--- config.mk ---
export PLATFORM = sky130hd
export DESIGN_NAME = freq_gen
export DESIGN_NICKNAME = d
export VERILOG_FILES = /design/src/rtl/freq_gen.sv
export SDC_FILE = /design/constraint.sdc
export NUM_CORES = 1
export LEC_CHECK = 0
export ABC_AREA = 1
export CAP_MARGIN = 20
export CORE_UTILIZATION = 55
export CTS_CLUSTER_SIZE = 40
export DETAILED_ROUTE_END_ITERATION = 8
export PLACE_DENSITY = 0.77
export SKIP_CTS_REPAIR_TIMING = 1
export SLEW_MARGIN = 15
export SYNTH_ARGS = -nofsm -noshare
export SYNTH_HDL_FRONTEND = slang
export SYNTH_SLANG_ARGS = --single-unit
--- constraint.sdc ---
create_clock -name clk -period 2.8 [get_ports clk]
set_input_delay 0.42 -clock clk [delete_from_list [all_inputs] [get_ports clk]]
set_output_delay 0.42 -clock clk [all_outputs]
set_load 0.05 [all_outputs]
--- src/rtl/freq_gen.sv ---
// -----------------------------------------------------------------------------
// freq_gen -- programmable 50 % duty square-wave generator.
//
// A requested frequency (Hz) is turned into a half-period in clk cycles by an
// iterative restoring divider (CLK_FREQ / (2*f)), then used to toggle a
// registered square wave. Changes while running are phase-continuous: a new
// half-period is adopted only at a toggle point.
//
// Ports:
//   clk          system clock
//   rstn         asynchronous active-low reset
//   freq_set     requested frequency in Hz, 0 = stop
//   set_valid    request strobe for freq_set
//   set_ready    high when a new request can be accepted
//   wave_out     generated square wave (flop output)
//   running      high while wave_out is toggling
//   half_period  half-period in effect, clk cycles (0 when stopped)
//   done         one-cycle pulse when a new setting takes effect
//
// state | meaning
// ------+------------------------------------------------------------
// IDLE  | waiting for a request (set_ready when no update pending)
// DIV   | restoring divide, one quotient bit per cycle, MSB first
// LOAD  | apply result immediately (stopped) or park it as pending
// -----------------------------------------------------------------------------
module freq_gen #(
    parameter int CLK_FREQ = 25_000_000,
    parameter int FREQ_W   = 19,
    parameter int CNT_W    = 32
) (
    input  logic              clk,
    input  logic              rstn,
    input  logic [FREQ_W-1:0] freq_set,
    input  logic              set_valid,
    output logic              set_ready,
    output logic              wave_out,
    output logic              running,
    output logic [CNT_W-1:0]  half_period,
    output logic              done
);

    // Remainder is always below the divisor (2*f), so FREQ_W+1 bits suffice;
    // the shifted partial remainder needs one more.
    localparam int REM_W = FREQ_W + 1;
    localparam int SH_W  = FREQ_W + 2;
    localparam int BIT_W = $clog2(CNT_W);
    localparam logic [CNT_W-1:0] DIVIDEND = CNT_W'(CLK_FREQ);

    typedef enum logic [1:0] {
        IDLE = 2'd0,
        DIV  = 2'd1,
        LOAD = 2'd2
    } state_t;

    state_t             state_q, state_d;
    logic [FREQ_W-1:0]  freq_q, freq_d;
    logic [REM_W-1:0]   rem_q, rem_d;
    logic [CNT_W-1:0]   quo_q, quo_d;
    logic [BIT_W-1:0]   bit_q, bit_d;
    logic [CNT_W-1:0]   cnt_q, cnt_d;
    logic [CNT_W-1:0]   half_period_q, half_period_d;
    logic [CNT_W-1:0]   pend_q, pend_d;
    logic               pend_valid_q, pend_valid_d;
    logic               wave_q, wave_d;
    logic               running_q, running_d;
    logic               done_q, done_d;

    logic [SH_W-1:0]    rem_shift;
    logic [SH_W-1:0]    divisor;
    logic [CNT_W-1:0]   result;
    logic               toggle;
    logic               accept;

    assign set_ready   = (state_q == IDLE) && !pend_valid_q;
    assign accept      = set_valid && set_ready;
    assign wave_out    = wave_q;
    assign running     = running_q;
    assign half_period = half_period_q;
    assign done        = done_q;

    always_comb begin
        state_d       = state_q;
        freq_d        = freq_q;
        rem_d         = rem_q;
        quo_d         = quo_q;
        bit_d         = bit_q;
        cnt_d         = cnt_q;
        half_period_d = half_period_q;
        pend_d        = pend_q;
        pend_valid_d  = pend_valid_q;
        wave_d        = wave_q;
        running_d     = running_q;
        done_d        = 1'b0;

        divisor   = {1'b0, freq_q, 1'b0};
        rem_shift = {rem_q, DIVIDEND[bit_q]};

        // f==0 stops; a zero quotient means f > CLK_FREQ/2, clamp to fastest.
        if (freq_q == '0) begin
            result = '0;
        end else if (quo_q == '0) begin
            result = CNT_W'(1);
        end else begin
            result = quo_q;
        end

        toggle = running_q && (cnt_q == half_period_q - CNT_W'(1));

        // Wave generation; a pending update is taken only at a level boundary.
        if (running_q) begin
            if (toggle) begin
                cnt_d  = '0;
                wave_d = ~wave_q;
                if (pend_valid_q) begin
                    pend_valid_d = 1'b0;
                    done_d       = 1'b1;
                    if (pend_q != '0) begin
                        half_period_d = pend_q;
                    end else begin
                        // Stop: a low level simply stays low, no runt pulse.
                        wave_d        = 1'b0;
                        running_d     = 1'b0;
                        half_period_d = '0;
                    end
                end
            end else begin
                cnt_d = cnt_q + CNT_W'(1);
            end
        end

        case (state_q)
            IDLE: begin
                if (accept) begin
                    freq_d  = freq_set;
                    rem_d   = '0;
                    quo_d   = '0;
                    bit_d   = BIT_W'(CNT_W - 1);
                    state_d = DIV;
                end
            end
            DIV: begin
                if (rem_shift >= divisor) begin
                    rem_d = REM_W'(rem_shift - divisor);
                    quo_d = {quo_q[CNT_W-2:0], 1'b1};
                end else begin
                    rem_d = REM_W'(rem_shift);
                    quo_d = {quo_q[CNT_W-2:0], 1'b0};
                end
                if (bit_q == '0) begin
                    state_d = LOAD;
                end else begin
                    bit_d = bit_q - BIT_W'(1);
                end
            end
            LOAD: begin
                state_d = IDLE;
                if (!running_q) begin
                    done_d = 1'b1;
                    if (result != '0) begin
                        half_period_d = result;
                        cnt_d         = '0;
                        wave_d        = 1'b1;
                        running_d     = 1'b1;
                    end
                end else begin
                    // pend_valid_q is necessarily clear here, so the toggle
                    // logic above cannot have touched the pending register.
                    pend_d       = result;
                    pend_valid_d = 1'b1;
                end
            end
            default: begin
                state_d = IDLE;
            end
        endcase
    end

    always_ff @(posedge clk or negedge rstn) begin
        if (!rstn) begin
            state_q       <= IDLE;
            freq_q        <= '0;
            rem_q         <= '0;
            quo_q         <= '0;
            bit_q         <= '0;
            cnt_q         <= '0;
            half_period_q <= '0;
            pend_q        <= '0;
            pend_valid_q  <= 1'b0;
            wave_q        <= 1'b0;
            running_q     <= 1'b0;
            done_q        <= 1'b0;
        end else begin
            state_q       <= state_d;
            freq_q        <= freq_d;
            rem_q         <= rem_d;
            quo_q         <= quo_d;
            bit_q         <= bit_d;
            cnt_q         <= cnt_d;
            half_period_q <= half_period_d;
            pend_q        <= pend_d;
            pend_valid_q  <= pend_valid_d;
            wave_q        <= wave_d;
            running_q     <= running_d;
            done_q        <= done_d;
        end
    end

endmodule

==> impl_metrics.toml, run 1 <==
[grt]
grt_pass1_wl_mm = 46.0
grt_pass1_vias = 9602
grt_antenna_before_repair = 0
track_usage = 0.285
grt_max_degree = 59
grt.overflow.total = 0

[yosys]
synth_nets = 1472
synth_edf_count = 0
synth_cells = 1423
synth_ff_type = "dfrtp_1"
synth-seq-cells = 178
async_flop_share = 1.00
yosys_warnings = 0
ys_types = 51
syn_area_per_cell_um2 = 7.51
netlist_area_um2 = 10700
ys_seq_area_frac = 0.417

[floorplanning]
core_um2 = 18900
start_util = 0.566
io_pins = 58
die_area_um2 = 20000
die_x_um = 141
num_rows = 50
die_h_um = 141

[sta]
hold_slack_ns = 0.508
hold_viol_final = 0
drv_slew = 0
clock_skew_ns = 0.0148
timing.fmax_mhz = 382
finalWorstSetupSlack_ns = 0.182
setup_viol = 0
min_period_ns = 2.62
period_share = 0.935
tightestPinTransition_ns = 0.681
tns_ns = 0
slew_headroom = 0.543

[layout]
area_growth_pct = 15.6
drive_above_1_share = 0.0777
nets = 1529
diodes = 0

[critical_path]
r2r_slack_ns = 0.18
startpoint_type = "flip-flop"
crit_family = "simple AND/OR/NAND/NOR gates"
cp_slowest_cell = "nor4_1"
slowest_delay_ns = 0.40
path_class = "reg2reg"
cp-end-kind = "flip-flop"
path_cells = "inv_1 > nand4_1 > nor4_1 > nand4_1 > nor2_2 > nor2_1 > inv_1 > buf_4 > nand3_1 > nand2_1 > inv_1"
r2r_start = "freq_q[15]$_DFFE_PN0P_"
arrival_ns = 2.96
path_common_cell = "inv_1"
cp_max_fo = 20
critPathBufInv = 4
rr_endpoint = "half_period[31]$_DFF_PN0_"
cp.required_ns = 3.15
reg2reg_depth = 11

[job]
cap_violations = 0

[clocking]
cts.sinks = 178
clkTransAtPathRegs_ns = 0.08
cts_root_buf = "clkbuf_16"
htreeDepth = 4
cts_tree = "yes"
cts_buffer_depth = 2
numCtsBuffers = 17
worstSkewPairLatency_ns = 0.45

[drt]
drt-initial-drc-count = 750
drcViolationCount = 0
detail_route.first_pass.iterations = 7
ant_nets = 0
routed_via_density = 5.65
vias = 9907
wl_mm = 27.6
wl_per_cell_um = 15.7

[power_and_ir_drop]
leakagePower_uw = 0.00582
peakVddDrop_mv = 0.737
powerDensity_nw_per_um2 = 836

[worst_hold_path]
hold_path_class = "in2async"

[placement]
pre_cts_ws_ns = -0.00705
place_congestion = 0.920
dp_hpwl_mm = 19.5
portBuffers = 57

[status]
run_status = "completed"
[kinds of logic after synthesis]
family                   after synthesis  synth area share
AND/OR/NAND/NOR                      760             0.324
buffers and inverters                221            0.0827
AO/OA/AOI/OAI                        188             0.104
flip-flops                           178             0.417
XOR/XNOR                              48            0.0393
adder cells (fa/ha/maj)               27            0.0323
multiplexers                           1           0.00105
[metal layers]
metal	vias to the layer above	part of all wire	track usage
met5	-	0	0
li1	4840	-	-
met3	58	0.047	0.0408
met4	0	0.030	0.123
met2	304	0.50	0.485
met1	4705	0.43	0.364
[power breakdown]
group	internal (uW)	switching (uW)	total, uW
clock network	1200	1180	2380
logic	1670	2720	4390
registers	3140	419	3560
[worst max path at each step]
stage / depth (start not counted) / start / slack, ns / end
2_1_floorplan: 15 / freq_q[0]$_DFFE_PN0P_ / 0.21 / rem_q[16]$_DFFE_PN0P_
3_3_place_gp: 14 / freq_q[0]$_DFFE_PN0P_ / 0.04 / rem_q[6]$_DFFE_PN0P_
3_5_place_dp: 14 / freq_q[0]$_DFFE_PN0P_ / -0.007 / rem_q[6]$_DFFE_PN0P_
4_1_cts: 16 / half_period[5]$_DFF_PN0_ / -0.03 / half_period[31]$_DFF_PN0_
5_1_grt: 17 / half_period[9]$_DFF_PN0_ / -0.07 / half_period[26]$_DFF_PN0_
6_report: 11 / freq_q[15]$_DFFE_PN0P_ / 0.18 / half_period[31]$_DFF_PN0_
[area by class of cell]
| cell class | instances | area [um^2] |
|---|---|---|
| fillers | 1634 | 6530 |
| inverters | 166 | 623 |
| clock buffers | 18 | 429 |
| well taps | 260 | 325 |
| clock inverters | 14 | 165 |
| flip-flops and latches | 178 | 4450 |
| repair buffers | 89 | 910 |
| multi-input cells | 1028 | 5460 |
[per-stage QoR]
step	util	instances	power, uW	cell area, um^2
after floorplan	-	1423	6710	10700
after global placement	0.612	1708	7650	11600
after detailed placement	0.612	1708	7790	11600
after CTS	0.643	1740	10200	12200
after global routing	0.654	1753	11100	12400
final	0.654	1753	10300	12400
[synth_stat cells (10+ instances only)]
master    instances  area share
nand2_1         365        0.13
dfrtp_1         178        0.42
inv_1           162       0.057
nor2_1          135       0.047
nand3_1         102       0.048
nand4_1          67       0.039
a21oi_1          59       0.028
o21ai_0          40       0.019
clkbuf_1         34       0.012
xor2_1           32       0.026
o22ai_1          31       0.018
o31ai_1          29       0.020
ha_1             26       0.030
nor3_1           22       0.010
nor4_1           19       0.011
xnor2_1          16       0.013
nor2_2           11      0.0064
o21bai_1         10      0.0070
[cell usage in the layout, fill, tap and decap left out, types with 18 or more instances in the layout]
cell	synthesis	routed
dfrtp_1	178	178
nor3_1	22	21
xor2_1	32	32
nand2_1	365	362
nor2_1	135	132
nor4_1	19	19
ha_1	26	24
o31ai_1	29	29
clkbuf_16	0	18
buf_4	8	23
o21ai_0	40	39
o22ai_1	31	31
nand3_1	102	102
nand4_1	67	67
clkdlybuf4s50_1	0	56
a21oi_1	59	58
inv_1	162	161
[worst reg2reg max path, cell delays in order (launching register included)]
cell and delay [ns]:
dfrtp_1 0.37, inv_1 0.18, nand4_1 0.13, nor4_1 0.40, nand4_1 0.17, nor2_2 0.27
nor2_1 0.11, inv_1 0.33, buf_4 0.33, nand3_1 0.13, nand2_1 0.07, inv_1 0.04
[state kept, by name (all words and copies together), names as in the netlist, named ones only]
name / flops
bit_q: 5
cnt_q: 32
done: 1
freq_q: 19
half_period: 32
pend_q: 32
quo_q: 32
rem_q: 20
running: 1
state_q: 2
wave_out: 1
Power figures use the tool's default switching activity.
==> run 2: changes to the inputs <==
--- a/config.mk
+++ b/config.mk
@@ -8,11 +8,12 @@
 export ABC_AREA = 1
 export CAP_MARGIN = 20
 export CORE_UTILIZATION = 55
+export CTS_BUF_LIST = sky130_fd_sc_hd__clkbuf_8
 export CTS_CLUSTER_SIZE = 40
 export DETAILED_ROUTE_END_ITERATION = 8
 export PLACE_DENSITY = 0.77
 export SKIP_CTS_REPAIR_TIMING = 1
-export SLEW_MARGIN = 15
+export SLEW_MARGIN = 40
 export SYNTH_ARGS = -nofsm -noshare
 export SYNTH_HDL_FRONTEND = slang
 export SYNTH_SLANG_ARGS = --single-unit
==> run 2 against run 1 <==
Compared with the run above: routed wire length decreased by 1.2%; via count decreased by 0.92%; final area decreased by 1.6%; first-iteration DRC count decreased by 6.3%; worst setup slack got worse by 0.025 ns; clock-buffer cell count decreased by 1; fmax decreased by 0.95%; combinational power about the same; sequential cell count unchanged; sequential share of layout area increased by 0.60 points; register-to-register slack got worse by 0.03 ns; highest routed layer unchanged.
==> impl_metrics.toml, run 2 (same netlist as run 1, synthesis figures left out) <==
[critical_path]
path_class = "reg2reg"
cp.required_ns = 3.19
reg2reg_depth = 11
cp-end-kind = "flip-flop"
rr_endpoint = "half_period[31]$_DFF_PN0_"
path_common_cell = "inv_1"
r2r_start = "freq_q[1]$_DFFE_PN0P_"
cp_max_fo = 20
slowest_delay_ns = 0.44
cp_slowest_cell = "dfrtp_1"
r2r_slack_ns = 0.16
startpoint_type = "flip-flop"
crit_family = "simple AND/OR/NAND/NOR gates"
critPathBufInv = 4
path_cells = "inv_1 > nand4_1 > nor4_1 > nand4_1 > nor2_2 > nor2_1 > inv_1 > buf_4 > nand3_1 > nand2_1 > inv_1"
arrival_ns = 3.04

[drt]
wl_per_cell_um = 15.6
wl_mm = 27.2
drt-initial-drc-count = 703
vias = 9816
drcViolationCount = 0
routed_via_density = 5.61
ant_nets = 0
detail_route.first_pass.iterations = 5

[placement]
place_congestion = 0.920
placed_cell_area_um2 = 11600
portBuffers = 57
dp_hpwl_mm = 19.5
numPlacedInstances = 1708

[power_and_ir_drop]
leakagePower_uw = 0.00573
power_frac_seq = 0.365
powerDensity_nw_per_um2 = 800
swShare = 0.436
peakVddDrop_mv = 0.748
p_int_uw = 5490
p_sw_uw = 4250
clock_power_share = 0.184
pwr-share-comb = 0.451

[layout]
area_growth_pct = 13.8
final_cells = 1751
final_area_um2 = 12200
drive_above_1_share = 0.0785
nets = 1527
diodes = 0
layout_commonest_cell = "nand2_1"
mostFrequentLayoutCells = "361 x nand2_1, 177 x dfrtp_1, 162 x inv_1"

[grt]
grt_antenna_before_repair = 0
grt_max_degree = 59
grt_pass1_wl_mm = 45.6
track_usage = 0.284
grt.overflow.total = 0
grt_pass1_vias = 9530

[clocking]
clkTransAtPathRegs_ns = 0.12
cts_buffer_depth = 2
numCtsBuffers = 17
worstSkewPairLatency_ns = 0.50
htreeDepth = 4
cts_root_buf = "clkbuf_8"
cts.sinks = 178
cts_tree = "yes"

[floorplanning]
die_area_um2 = 20000
io_pins = 58
num_rows = 50
die_h_um = 141
start_util = 0.566
core_um2 = 18900
die_x_um = 141

[status]
run_status = "completed"

[sta]
setup_viol = 0
tightestPinTransition_ns = 0.671
drv_slew = 0
hold_slack_ns = 0.448
clock_skew_ns = 0.0276
hold_viol_final = 0
period_share = 0.944
min_period_ns = 2.64
slew_headroom = 0.550
timing.fmax_mhz = 378

[worst_hold_path]
hold_path_class = "in2async"

[job]
cap_violations = 0
## run 2: through the flow
| step | setup TNS [ns] | setup WS [ns] | utilization | power, uW |
|---|---|---|---|---|
| finish | 0 | 0.157 | 0.644 | 9740 |
| global route | -0.00542 | -0.00542 | 0.644 | 10500 |
| CTS | -0.108 | -0.0279 | 0.633 | 9580 |
| detailed placement | -0.0137 | -0.00705 | 0.612 | 7790 |
| global placement | 0 | 0.0352 | 0.612 | 7650 |
| floorplan | 0 | 0.213 | - | 6710 |
## run 2: power groups by stage
stage | combinational [uW] | clock, uW | sequential [uW]
finish | 4390 | 1790 | 3550
global route | 4980 | 1920 | 3620
CTS | 4230 | 1810 | 3540
detailed placement | 4200 | 0 | 3590
global placement | 4070 | 0 | 3580
floorplan | 3240 | 0 | 3470
## run 2: how the worst max path moves through the flow
stage	cells past startpoint	start	slack (ns)	to
after detailed placement	14	freq_q[0]$_DFFE_PN0P_	-0.007	rem_q[6]$_DFFE_PN0P_
after floorplan	15	freq_q[0]$_DFFE_PN0P_	0.21	rem_q[16]$_DFFE_PN0P_
after CTS	17	half_period[0]$_DFF_PN0_	-0.03	half_period[31]$_DFF_PN0_
final	11	freq_q[1]$_DFFE_PN0P_	0.16	half_period[31]$_DFF_PN0_
after global placement	14	freq_q[0]$_DFFE_PN0P_	0.04	rem_q[6]$_DFFE_PN0P_
after global routing	17	half_period[5]$_DFF_PN0_	-0.005	half_period[26]$_DFF_PN0_
## run 2: layer usage
| metal | vias up | global-route usage | part of all wire |
|---|---|---|---|
| met5 | - | 0 | 0 |
| met4 | 0 | 0.125 | 0.034 |
| met3 | 57 | 0.0412 | 0.046 |
| met2 | 296 | 0.482 | 0.49 |
| li1 | 4828 | - | - |
| met1 | 4635 | 0.362 | 0.43 |
## run 2: area by class of cell
class                   instances  area, um^2
well taps                     260         325
flip-flops and latches        178        4460
multi-input cells            1028        5460
inverters                     166         623
fillers                      1677        6730
clock buffers                  17         234
clock inverters                15         169
repair buffers                 87         895
